--- src/rtl/pwm_frame_loader_if.sv ---
// ---------------------------------------------------------------------------
// pwm_frame_loader_if
// Bundles the byte-stream input, the PWM period marker and the loader's
// outputs into one interface.
//   rx_data      : received byte, qualified by new_rx_data
//   new_rx_data  : one-cycle strobe, one byte per high cycle
//   period_start : one-cycle pulse when the PWM counter wraps to 0
//   duty         : live duty values, channel n at [8n+7:8n]
//   busy         : a frame is being received or is waiting to commit
//   commit       : one-cycle pulse in the cycle duty takes a new frame
//   frame_err    : one-cycle pulse on checksum error, timeout or overrun
//   err_count    : saturating count of frame_err pulses
// Modports: master drives the stream (RX + PWM side), slave is the loader.
// ---------------------------------------------------------------------------
interface pwm_frame_loader_if #(
  parameter int unsigned NUM_CH = 10
);
  logic [7:0]          rx_data;
  logic                new_rx_data;
  logic                period_start;
  logic [8*NUM_CH-1:0] duty;
  logic                busy;
  logic                commit;
  logic                frame_err;
  logic [7:0]          err_count;

  modport master (
    output rx_data,
    output new_rx_data,
    output period_start,
    input  duty,
    input  busy,
    input  commit,
    input  frame_err,
    input  err_count
  );

  modport slave (
    input  rx_data,
    input  new_rx_data,
    input  period_start,
    output duty,
    output busy,
    output commit,
    output frame_err,
    output err_count
  );
endinterface

--- src/rtl/pwm_frame_loader.sv ---
// ---------------------------------------------------------------------------
// pwm_frame_loader
// Parses SYNC / D0..D(NUM_CH-1) / CHK frames from the serial RX byte stream
// into a staging buffer. A frame whose XOR checksum matches is held pending
// and copied into the live duty registers on the next PWM period_start, so
// every channel switches in the same period.
// Ports:
//   clk   : system clock
//   rst_n : asynchronous active-low reset
//   bus   : pwm_frame_loader_if.slave (stream in, duty/status out)
// ---------------------------------------------------------------------------

// Property checker for the loader outputs; kept apart from the datapath.
module pwm_frame_loader_chk (
  input logic       clk,
  input logic       rst_n,
  input logic       commit,
  input logic       busy,
  input logic       frame_err,
  input logic [7:0] err_count
);
  // A commit always ends the frame, so busy is already low in that cycle.
  a_commit_not_busy: assert property (@(posedge clk) disable iff (!rst_n)
    commit |-> !busy);

  // An error pulse is always accompanied by a nonzero error count.
  a_err_counted: assert property (@(posedge clk) disable iff (!rst_n)
    frame_err |-> (err_count != 8'd0));
endmodule

module pwm_frame_loader #(
  parameter int unsigned NUM_CH         = 10,
  parameter logic [7:0]  SYNC_BYTE      = 8'hA5,
  parameter int unsigned TIMEOUT_CYCLES = 50000
) (
  input logic               clk,
  input logic               rst_n,
  pwm_frame_loader_if.slave bus
);

  localparam int unsigned IDX_W = (NUM_CH > 1) ? $clog2(NUM_CH) : 1;
  localparam int unsigned TO_W  = $clog2(TIMEOUT_CYCLES + 1);
  localparam logic [IDX_W-1:0] IDX_LAST = IDX_W'(NUM_CH - 1);
  // The counter value that becomes TIMEOUT_CYCLES on the next idle clock.
  localparam logic [TO_W-1:0]  TO_LAST  = TO_W'(TIMEOUT_CYCLES - 1);

  typedef enum logic [1:0] {
    ST_IDLE = 2'd0,
    ST_DATA = 2'd1,
    ST_CHK  = 2'd2,
    ST_PEND = 2'd3
  } state_t;

  // Running frame checksum: plain byte-wise XOR.
  function automatic logic [7:0] chk_fold(input logic [7:0] acc, input logic [7:0] b);
    return acc ^ b;
  endfunction

  state_t                    state_r;
  state_t                    state_next_s;
  logic [IDX_W-1:0]          idx_r;
  logic [IDX_W-1:0]          idx_next_s;
  logic [7:0]                xor_r;
  logic [7:0]                xor_next_s;
  logic [TO_W-1:0]           to_cnt_r;
  logic [TO_W-1:0]           to_next_s;
  logic [NUM_CH-1:0][7:0]    staging_r;
  logic [NUM_CH-1:0][7:0]    staging_next_s;
  logic [8*NUM_CH-1:0]       duty_r;
  logic [8*NUM_CH-1:0]       duty_next_s;
  logic                      commit_r;
  logic                      commit_s;
  logic                      frame_err_r;
  logic                      frame_err_s;
  logic                      busy_r;
  logic                      busy_next_s;
  logic [7:0]                err_count_r;
  logic [7:0]                err_count_next_s;

  logic                      rx_valid_s;
  logic [7:0]                rx_byte_s;

  assign rx_valid_s = bus.new_rx_data;
  assign rx_byte_s  = bus.rx_data;

  // Next-state, staging, checksum, timeout and flag decode.
  always_comb begin
    state_next_s   = state_r;
    idx_next_s     = idx_r;
    xor_next_s     = xor_r;
    staging_next_s = staging_r;
    duty_next_s    = duty_r;
    to_next_s      = {TO_W{1'b0}};
    commit_s       = 1'b0;
    frame_err_s    = 1'b0;

    case (state_r)
      ST_IDLE: begin
        // Only the marker opens a frame; other bytes vanish without an error.
        if (rx_valid_s && (rx_byte_s == SYNC_BYTE)) begin
          state_next_s = ST_DATA;
          idx_next_s   = {IDX_W{1'b0}};
          xor_next_s   = 8'h00;
        end else begin
          state_next_s = ST_IDLE;
        end
      end

      ST_DATA: begin
        // Inside a frame every byte is data, including one equal to the marker.
        if (rx_valid_s) begin
          for (int i = 0; i < int'(NUM_CH); i++) begin
            if (idx_r == IDX_W'(i)) begin
              staging_next_s[i] = rx_byte_s;
            end else begin
              staging_next_s[i] = staging_r[i];
            end
          end
          xor_next_s = chk_fold(xor_r, rx_byte_s);
          if (idx_r == IDX_LAST) begin
            state_next_s = ST_CHK;
            idx_next_s   = {IDX_W{1'b0}};
          end else begin
            idx_next_s   = idx_r + IDX_W'(1);
          end
        end else if (to_cnt_r == TO_LAST) begin
          frame_err_s  = 1'b1;
          state_next_s = ST_IDLE;
        end else begin
          to_next_s = to_cnt_r + TO_W'(1);
        end
      end

      ST_CHK: begin
        if (rx_valid_s) begin
          if (rx_byte_s == xor_r) begin
            state_next_s = ST_PEND;
          end else begin
            frame_err_s  = 1'b1;
            state_next_s = ST_IDLE;
          end
        end else if (to_cnt_r == TO_LAST) begin
          frame_err_s  = 1'b1;
          state_next_s = ST_IDLE;
        end else begin
          to_next_s = to_cnt_r + TO_W'(1);
        end
      end

      ST_PEND: begin
        // period_start only counts here, so a CHK accepted together with
        // period_start always waits for the following period.
        if (bus.period_start) begin
          duty_next_s  = staging_r;
          commit_s     = 1'b1;
          state_next_s = ST_IDLE;
        end else begin
          state_next_s = ST_PEND;
        end
        // Overrun: the byte is dropped, the pending frame stays intact.
        if (rx_valid_s) begin
          frame_err_s = 1'b1;
        end else begin
          frame_err_s = 1'b0;
        end
      end

      default: begin
        state_next_s = ST_IDLE;
      end
    endcase

    busy_next_s = (state_next_s != ST_IDLE);

    if (frame_err_s && (err_count_r != 8'hFF)) begin
      err_count_next_s = err_count_r + 8'd1;
    end else begin
      err_count_next_s = err_count_r;
    end
  end

  // State, datapath and registered outputs.
  always_ff @(posedge clk or negedge rst_n) begin
    if (!rst_n) begin
      state_r     <= ST_IDLE;
      idx_r       <= {IDX_W{1'b0}};
      xor_r       <= 8'h00;
      to_cnt_r    <= {TO_W{1'b0}};
      staging_r   <= {(8*NUM_CH){1'b0}};
      duty_r      <= {(8*NUM_CH){1'b0}};
      commit_r    <= 1'b0;
      frame_err_r <= 1'b0;
      busy_r      <= 1'b0;
      err_count_r <= 8'h00;
    end else begin
      state_r     <= state_next_s;
      idx_r       <= idx_next_s;
      xor_r       <= xor_next_s;
      to_cnt_r    <= to_next_s;
      staging_r   <= staging_next_s;
      duty_r      <= duty_next_s;
      commit_r    <= commit_s;
      frame_err_r <= frame_err_s;
      busy_r      <= busy_next_s;
      err_count_r <= err_count_next_s;
    end
  end

  assign bus.duty      = duty_r;
  assign bus.busy      = busy_r;
  assign bus.commit    = commit_r;
  assign bus.frame_err = frame_err_r;
  assign bus.err_count = err_count_r;

  pwm_frame_loader_chk u_chk (
    .clk       (clk),
    .rst_n     (rst_n),
    .commit    (commit_r),
    .busy      (busy_r),
    .frame_err (frame_err_r),
    .err_count (err_count_r)
  );

endmodule

--- src/flat_wrapper.sv ---
// flat-port wrapper written by rule: the top's interface ports become plain ports
module pwm_frame_loader_flat 
#(
  parameter int unsigned NUM_CH         = 10,
  parameter logic [7:0]  SYNC_BYTE      = 8'hA5,
  parameter int unsigned TIMEOUT_CYCLES = 50000
)
  (clk, rst_n, bus_rx_data, bus_new_rx_data, bus_period_start, bus_duty, bus_busy, bus_commit, bus_frame_err, bus_err_count);
  pwm_frame_loader_if #(.NUM_CH(NUM_CH)) bus_i ();
  input logic clk;
  input logic rst_n;
  input wire logic [$bits(bus_i.rx_data)-1:0] bus_rx_data;
  input wire logic [$bits(bus_i.new_rx_data)-1:0] bus_new_rx_data;
  input wire logic [$bits(bus_i.period_start)-1:0] bus_period_start;
  output wire logic [$bits(bus_i.duty)-1:0] bus_duty;
  output wire logic [$bits(bus_i.busy)-1:0] bus_busy;
  output wire logic [$bits(bus_i.commit)-1:0] bus_commit;
  output wire logic [$bits(bus_i.frame_err)-1:0] bus_frame_err;
  output wire logic [$bits(bus_i.err_count)-1:0] bus_err_count;
  assign bus_i.rx_data = bus_rx_data;
  assign bus_i.new_rx_data = bus_new_rx_data;
  assign bus_i.period_start = bus_period_start;
  assign bus_duty = bus_i.duty;
  assign bus_busy = bus_i.busy;
  assign bus_commit = bus_i.commit;
  assign bus_frame_err = bus_i.frame_err;
  assign bus_err_count = bus_i.err_count;
  pwm_frame_loader #(.NUM_CH(NUM_CH), .SYNC_BYTE(SYNC_BYTE), .TIMEOUT_CYCLES(TIMEOUT_CYCLES)) u_core (.clk(clk), .rst_n(rst_n), .bus(bus_i));
endmodule
--- config.mk ---
export PLATFORM = sky130hd
export DESIGN_NAME = pwm_frame_loader_flat
export DESIGN_NICKNAME = d
export VERILOG_FILES = /design/src/rtl/pwm_frame_loader_if.sv /design/src/rtl/pwm_frame_loader.sv /design/src/flat_wrapper.sv
export SDC_FILE = /design/constraint.sdc
export NUM_CORES = 1
export LEC_CHECK = 0
export BUFFER_PORTS_ARGS = -buffer_cell sky130_fd_sc_hd__buf_2
export CORE_MARGIN = 10
export CORE_UTILIZATION = 40
export CTS_CLUSTER_DIAMETER = 60
export CTS_CLUSTER_SIZE = 8
export DETAILED_ROUTE_END_ITERATION = 8
export MAX_ROUTING_LAYER = met4
export PLACE_DENSITY_LB_ADDON = 0.12
export SLEW_MARGIN = 0
export SYNTH_ARGS = -nofsm -noshare
export SYNTH_HDL_FRONTEND = slang
export SYNTH_HIERARCHICAL = 1
export SYNTH_SLANG_ARGS = --single-unit
--- constraint.sdc ---
create_clock -name clk -period 2.74 [get_ports clk]
set_input_delay 0.274 -clock clk [delete_from_list [all_inputs] [get_ports clk]]
set_output_delay 0.274 -clock clk [all_outputs]
set_load 0.02 [all_outputs]
# ---- Word-level counts from Yosys, hierarchy flattened
# Index checks and enable logic that the tools add are counted.
dict set report word_totals {
  elab_cells 86
  register_bits 201
  in_bits 12
  output_inout_bits 91
}
dict set report op_classes {
  reduce_logical 19
  bitwise_logic 1
  eq_ne 18
  muxes 26
  n_addsub 3
}
# op n
set ops {}
lappend ops {{$mux 16} 3}
lappend ops {{$reduce_and 3->1} 11}
lappend ops {{$add 16x1->16 const B} 1}
lappend ops {{$eq 16x16->1 const B} 1}
lappend ops {{$eq 4x3->1 const B} 4}
lappend ops {{$mux 8} 2}
lappend ops {{$pmux 8 s2} 1}
lappend ops {{$mux 2} 6}
lappend ops {{$mux 4} 3}
lappend ops {{$add 8x1->8 const B} 1}
lappend ops {{$eq 4x2->1 const B} 2}
lappend ops {{$eq 4x4->1 const B} 2}
lappend ops {{$eq 8x8->1} 1}
lappend ops {{$eq 8x8->1 const B} 1}
lappend ops {{$mux 1} 8}
lappend ops {{$ne 8x8->1 const B} 1}
lappend ops {{$pmux 2 s4} 1}
lappend ops {{$pmux 4 s2} 1}
lappend ops {{$xor 8x8->8} 1}
lappend ops {{$add 4x1->4 const B} 1}
lappend ops {{$eq 2x2->1 const B} 2}
lappend ops {{$eq 4x1->1 const B} 1}
lappend ops {{$logic_not 4->1} 1}
lappend ops {{$reduce_bool 2->1} 2}
lappend ops {{other kinds (8)} 9}

# ---- Depth between registers and ports, before layout
# Gate-level depths: netlist (run 1).
dict set report logic_depth {
  word_depth 5
  depth_mapped 9
  ltp_nobuf 8
}

# ---- Least setup slack after synthesis (run 1)
# No wires, ideal clock.
dict set report synth_path {
  path_kind {reg2reg}
  from {register u_core.state_r[1]}
  to {register u_core/staging_r[24] (netlist bit)}
  stages_incl_launch_ff 7
  path_slack_ns 0.724
  n_path_buf 1
  setup_time_ns 0.125
  synth_period_minus_slack_ns 2.016
  arrival_ns 1.891
  required_ns 2.615
  path_cell_list {dfrtp_1 > inv_1 > ha_1 > buf_2 > nand2_1 > nor4_2 > mux2_2}
}
dict set report synth_between {
  elab_chain_cells 2
}
# element line
set synth_lines {}
lappend synth_lines {{start, declared} pwm_frame_loader.sv:59} ;# state_t state_r;
lappend synth_lines {{start signal, assigned} pwm_frame_loader.sv:196} ;# state_r <= state_next_s;
lappend synth_lines {{$eq 2x1->1} pwm_frame_loader.sv:97} ;# case (state_r)
lappend synth_lines {{$reduce_and 3->1 (no line)} -}
lappend synth_lines {{end signal, assigned} pwm_frame_loader.sv:189} ;# staging_r <= {(8*NUM_CH){1'b0}};
lappend synth_lines {{end signal, assigned} pwm_frame_loader.sv:200} ;# staging_r <= staging_next_s;
lappend synth_lines {{end, declared} pwm_frame_loader.sv:67} ;# logic [NUM_CH-1:0][7:0] staging_r;
# Every way passes these cells.
# A chain may end at the register's enable or synchronous reset.

# ---- Worst setup path after layout (run 1)
dict set report layout_path {
  from {register u_core.state_r[1]}
  to {register u_core/staging_r[60] (netlist bit)}
}
# Same word-level chain as after synthesis.

==> out/metrics.yaml, run 1 <==
timing:
  slew_viol_final: 0
  worst_pin_slew_ns: 0.7506
  setup_viol_count_final: 0
  slew_headroom_pct: 49.96
  fmax_ghz: 0.4252
  timing.final.crit_period_ns: 2.352
  skew_ns: 0.01158
  rsz0062_at_grt: "no"
  fin_crit_sh_pct: 85.84
  fin_ws_ns: 0.3880
  setup_tns_ns: 0
  hold_violations: 0
setup_path:
  endpoint_kind: "flip-flop"
  cp.required_ns: 3.15
  path_buf_inv: 1
  crit_path_max_fanout: 9
  worst_path_max_delay_cell: "nor2_2"
  worstSetupStartpointType: "flip-flop"
  critPathMaxStageDelay_ns: 0.43
  critPathTopFamily: "simple AND/OR/NAND/NOR gates"
  worstPathCellList: "inv_1, ha_1, nand2_1, nor2_1, nand2_1, nor2_2, mux2_2"
  crit_type: "flip-flop to flip-flop"
  crit_arrival_ns: 2.77
  cpMostUsedCell: "nand2_1"
finish:
  antenna_cells: 0
  fin_nets: 722
  layout-drive-gt1-share_pct: 44.74
  area_growth_pct: 20.13
  fillers: 1757
logic_synthesis:
  synthFlopType: "dfrtp_1"
  avgSynthCellArea_sq_um: 13.94
  async_reset_ff_share_pct: 100.0
  synth_area_leader_cell: "dfrtp_1"
  synthesis.nets: 603
  yosys_warnings: 6
  synth_edf_count: 0
  synth_area_leaders: "dfrtp_1 (62%), mux2_2 (22%), xor2_1 (1.7%)"
  synth_top_area_share_pct: 61.77
  synth-seq-cells: 201
  synth_cells: 584
  yosysSeqAreaShare_pct: 61.77
  netlist_area_sq_um: 8143
  synth.distinct_cells: 42
  synth_commonest_cells: "dfrtp_1 (201), mux2_2 (161), nor2_1 (31), nand2_1 (24), o21ai_0 (19)"
  yosysMostFrequentCell: "dfrtp_1"
power_and_ir_drop:
  p_int_mw: 4.972
  cellPowerDensity_nw_per_um2: 649.2
  ir_worst_vdd_uv: 467.1
  switching_power_mw: 1.378
  comb_power_share_pct: 3.5
  pwr-share-clk_pct: 48.1
  leakage_nw: 5.103
  swShare_pct: 21.70
  pwr-share-seq_pct: 48.4
drt:
  drtIter0Drc: 246
  viasPerCell: 5.100
  detail-route-antenna-nets: 0
  totalWireLength_um: 18900
  vias: 4967
  wl_per_cell_um: 19.41
  drc: 0
  dr.pass1.iters: 6
min_path:
  worstHoldPathType: "input pin to flip-flop"
cts:
  clock_sinks: 201
  cts_buffer_depth: 3
  cts-root-buf: "clkbuf_16"
  cts_setup_buffers: 0
  cts_tree: "yes"
  numCtsBuffers: 29
  post_cts_resized: 0
  clkTransAtPathRegs_ns: 0.05
  h-tree-depth: 1
  clock_latency_ns: 0.54
  cts-hold-fix-buffers: 1
die:
  die_h_um: 162.7
  initial_utilization_pct: 40.50
  top_level_ports: 103
  die_x_um: 162.7
  placementRows: 52
  die_area_sq_um: 26460
  core_sq_um: 20100
placement:
  gp_congestion: 0.8333
  hpwl_um: 12550
  pre_cts_ws_ns: 0.4204
  portBuffers: 102
flow_run:
  drv_cap: 0
global_route:
  antenna_found_initial: 0
  grt_overflow: 0
  grt_pass1_wl_um: 30460
  grt_usage_pct: 14.73
  grt_pass1_vias: 5444
  grt_max_degree: 90
status:
  status: "finished clean"
==> flip-flops by register name, indices dropped and copies added (netlist names) <==
register              cells
u_core/bus.duty          80
u_core/staging_r         80
u_core/to_cnt_r          16
u_core/bus.err_count      8
u_core/xor_r              8
u_core/idx_r              4
u_core/state_r            2
u_core/bus.busy           1
u_core/bus.commit         1
u_core/bus.frame_err      1
==> cell type report <==
class | count | area, sq um | area share [%]
clock inverter | 2 | 28.78 | 0.2942
multi-input combinational | 353 | 2999 | 30.66
sequential | 201 | 5030 | 51.42
inverter | 6 | 22.52 | 0.2302
tap | 270 | 337.8 | 3.454
clock buffer | 30 | 729.5 | 7.457
timing repair buffer | 112 | 634.4 | 6.485
==> power groups by stage <==
stage	Combinational, mW	Clock [mW]	Sequential, mW
floorplan	0.103	0	3.11
global placement	0.220	0	3.12
detailed placement	0.229	0	3.12
CTS	0.231	3.14	3.07
global route	0.251	3.26	3.08
finish	0.223	3.05	3.07
==> stage by stage <==
step           power [mW]  hold slack, ns  utilization [%]  instance area, sq um  std cells
3_3_place_gp        3.338          0.3996            44.83                  9014        941
2_1_floorplan       3.211        -0.02159                -                  8143        584
4_1_cts             6.441         0.08092            48.66                  9782        974
6_report            6.350          0.1137            48.66                  9782        974
3_5_place_dp        3.350          0.4095            44.83                  9014        941
5_1_grt             6.586          0.1156            48.66                  9782        974
==> worst min-delay path, cell delays in order <==
cell and delay (ns):
buf_2 0.10, nor2b_1 0.06, a21oi_1 0.11, nor2_1 0.06
==> metal layers <==
layer | part of all wire [%] | global-route usage (%) | vias to the layer above | wire, um
li1 | - | - | 2286 | -
met1 | 43 | 18.01 | 2541 | 8153
met2 | 50 | 24.03 | 120 | 9471
met3 | 5.3 | 3.109 | 20 | 1006
met4 | 1.4 | 4.590 | 0 | 271
met5 | 0 | - | - | 0
==> logic make-up after synthesis <==
logic type / Yosys count / synth area share, %
flops: 201 / 61.77
mux: 162 / 22.40
fa+ha+maj: 7 / 1.076
simple gates: 117 / 7.591
buf+inv: 30 / 1.398
compound gates: 42 / 3.073
xor+xnor: 25 / 2.689
==> placed cells by master (no fill, tap or decap), drive strengths merged, types with 2 or more instances in the layout <==
cell    instances
nand2          24
and3            7
a21oi           7
ha              7
nor2           34
nor3            3
a21o            2
nand4           5
mux2          162
o31ai           2
o21ai          19
dfrtp         201
a31oi           5
buf           110
xor2           16
and4bb          3
a22o            4
inv             7
nor2b           8
and2            2
nand2b          7
xnor2           9
nand3          14
nor4            4
clkbuf         31
==> path summary, 6_finish.rpt <==
kind                                         startpoint                                to  slack, ns  depth (start not counted)
min                                    bus_period_start       u_core/state_r[1]$_DFF_PN0_       0.11                          4
max                         u_core/state_r[1]$_DFF_PN0_  u_core/staging_r[60]$_DFFE_PN0P_       0.39                          7
min reg2reg                u_core/to_cnt_r[0]$_DFF_PN0_      u_core/to_cnt_r[0]$_DFF_PN0_       0.45                          1
max reg2reg                 u_core/state_r[1]$_DFF_PN0_  u_core/staging_r[60]$_DFFE_PN0P_       0.39                          7
min in group asynchronous                         rst_n   u_core/bus.duty[21]$_DFFE_PN0P_       0.38                          2
max in group asynchronous                         rst_n   u_core/bus.duty[57]$_DFFE_PN0P_       1.57                          3
Note: power is estimated with default switching activity, not from simulation.
==> inputs of run 2 (changes only) <==
--- a/config.mk
+++ b/config.mk
@@ -13,6 +13,7 @@
 export DETAILED_ROUTE_END_ITERATION = 8
 export MAX_ROUTING_LAYER = met4
 export PLACE_DENSITY_LB_ADDON = 0.12
+export RECOVER_POWER = 100
 export SLEW_MARGIN = 0
 export SYNTH_ARGS = -nofsm -noshare
 export SYNTH_HDL_FRONTEND = slang
==> run 2 against run 1 <==
Effect of this change:
- the run now ends with capacitance limit, slew limit left
- setup slack got worse by 0.082 ns
- via count rose by 0.18%
- power shrank 0.14%
- non-clock buffer count stayed put
- clock power hardly changed
- combinational power is essentially flat
- largest power group unchanged
==> out/metrics.yaml, run 2 (synthesis results as in run 1) <==
power_and_ir_drop:
  pwr-share-clk_pct: 48.1
  comb_power_share_pct: 3.5
  leakage_nw: 4.676
  swShare_pct: 21.61
  switching_power_mw: 1.370
  cellPowerDensity_nw_per_um2: 658.7
  pwr-share-seq_pct: 48.5
  p_int_mw: 4.971
  ir_worst_vdd_uv: 468.7
timing:
  worst_pin_slew_ns: 2.049
  skew_ns: 0.009365
  timing.final.crit_period_ns: 2.434
  setup_tns_ns: 0
  rsz0062_at_grt: "no"
  setup_viol_count_final: 0
  slew_headroom_pct: -36.60
  fin_crit_sh_pct: 88.84
  fmax_ghz: 0.4108
  slew_viol_final: 88
  hold_violations: 0
placement:
  portBuffers: 102
  place_inst: 941
  hpwl_um: 12550
  gp_congestion: 0.8333
cts:
  numCtsBuffers: 29
  clock_sinks: 201
  cts_setup_buffers: 0
  h-tree-depth: 1
  cts_tree: "yes"
  cts_buffer_depth: 3
  post_cts_resized: 0
  clkTransAtPathRegs_ns: 0.05
  clock_latency_ns: 0.54
  cts-root-buf: "clkbuf_16"
  cts-hold-fix-buffers: 1
drt:
  dr.pass1.iters: 4
  wl_met1_um: 8224
  wl_per_cell_um: 19.41
  dr.max_layer_used: "met4"
  drc: 0
  totalWireLength_um: 18900
  wl_met3_um: 915
  vias: 4976
  detail-route-antenna-nets: 0
  drtIter0Drc: 201
  viasPerCell: 5.109
  dr_wl_met2_um: 9492
finish:
  fin_cells: 974
  fin_nets: 722
  fillers: 1775
  area_growth_pct: 18.22
  final_cell_mix: "dfrtp_1 (201), mux2_2 (161), clkbuf_1 (96), nor2_1 (31), clkbuf_16 (29)"
  antenna_cells: 0
  layout-drive-gt1-share_pct: 30.54
  final_common_cell: "dfrtp_1"
die:
  core_sq_um: 20100
  die_x_um: 162.7
  placementRows: 52
  die_area_sq_um: 26460
  initial_utilization_pct: 40.50
  die_h_um: 162.7
  top_level_ports: 103
global_route:
  antenna_found_initial: 0
  grt_max_degree: 90
  grt_pass1_vias: 5444
  grt_overflow: 0
  grt_usage_pct: 14.73
  grt_pass1_wl_um: 30460
setup_path:
  path_buf_inv: 1
  endpoint_kind: "flip-flop"
  cp.required_ns: 3.16
  worst_path_max_delay_cell: "dfrtp_1"
  worstPathCellList: "inv_1, ha_1, o21ai_0, or3_1, nand3_1, and2_0, mux2_1"
  critPathTopFamily: "simple AND/OR/NAND/NOR gates"
  crit_type: "flip-flop to flip-flop"
  critPathMaxStageDelay_ns: 0.41
  worstSetupStartpointType: "flip-flop"
  crit_arrival_ns: 2.85
  crit_path_max_fanout: 9
status:
  status: "finished with violations"
  violations: "capacitance limit, slew limit"
min_path:
  worstHoldPathType: "input pin to flip-flop"
flow_run:
  drv_cap: 1
run 2: cell count changes in the layout (fill, tap and decap cells not counted), sizes merged:
cell | before | now
clkbuf | 31 | 125
buf | 110 | 16
run 2: cell type report:
| class | count | area [sq um] | area share [%] |
|---|---|---|---|
| clock buffers | 30 | 729.5 | 7.577 |
| clock inverters | 2 | 28.78 | 0.2989 |
| inverters | 6 | 22.52 | 0.2339 |
| multi-input cells | 353 | 2982 | 30.97 |
| flip-flops and latches | 201 | 5030 | 52.25 |
| well taps | 270 | 337.8 | 3.509 |
| repair buffers | 112 | 496.7 | 5.160 |
run 2: routing by layer:
| layer | track usage [%] | vias to the layer above |
|---|---|---|
| li1 | - | 2284 |
| met1 | 18.01 | 2551 |
| met2 | 24.03 | 121 |
| met3 | 3.109 | 20 |
| met4 | 4.590 | 0 |
| met5 | - | - |
run 2: power by group through the flow:
stage                     combinational, mW  sequential, mW  clock, mW
after detailed placement              0.229            3.12          0
after CTS                             0.231            3.07       3.14
after global routing                  0.250            3.08       3.26
after global placement                0.220            3.12          0
after floorplan                       0.103            3.11          0
final                                 0.220            3.07       3.05
run 2: worst register-to-register path, stage by stage, from the launching register on:
cell,delay [ns]
dfrtp_1,0.41
inv_1,0.12
ha_1,0.34
o21ai_0,0.19
or3_1,0.32
nand3_1,0.27
and2_0,0.32
mux2_1,0.34
run 2: worst paths after layout:
path	slack (ns)	from	to	depth (start not counted)
worst max register to register	0.31	u_core/state_r[1]$_DFF_PN0_	u_core/bus.err_count[1]$_DFFE_PN0P_	7
worst min register to register	0.46	u_core/to_cnt_r[0]$_DFF_PN0_	u_core/to_cnt_r[0]$_DFF_PN0_	1
worst max-delay path	0.31	u_core/state_r[1]$_DFF_PN0_	u_core/bus.err_count[1]$_DFFE_PN0P_	7
worst min-delay path	0.10	bus_period_start	u_core/state_r[1]$_DFF_PN0_	4
max in group asynchronous	0.63	rst_n	u_core/bus.duty[57]$_DFFE_PN0P_	3
min in group asynchronous	0.90	rst_n	u_core/bus.duty[21]$_DFFE_PN0P_	2
run 2: metrics by stage:
stage | instance area, sq um | hold slack [ns] | util, % | power [mW] | setup WS [ns]
4_1_cts | 9782 | 0.08092 | 48.66 | 6.441 | 0.4149
3_3_place_gp | 9014 | 0.3996 | 44.83 | 3.338 | 0.4971
5_1_grt | 9627 | 0.1156 | 47.88 | 6.585 | 0.1456
2_1_floorplan | 8143 | -0.02159 | - | 3.211 | 0.7244
3_5_place_dp | 9014 | 0.4095 | 44.83 | 3.350 | 0.4204
6_report | 9627 | 0.1015 | 47.88 | 6.341 | 0.3058
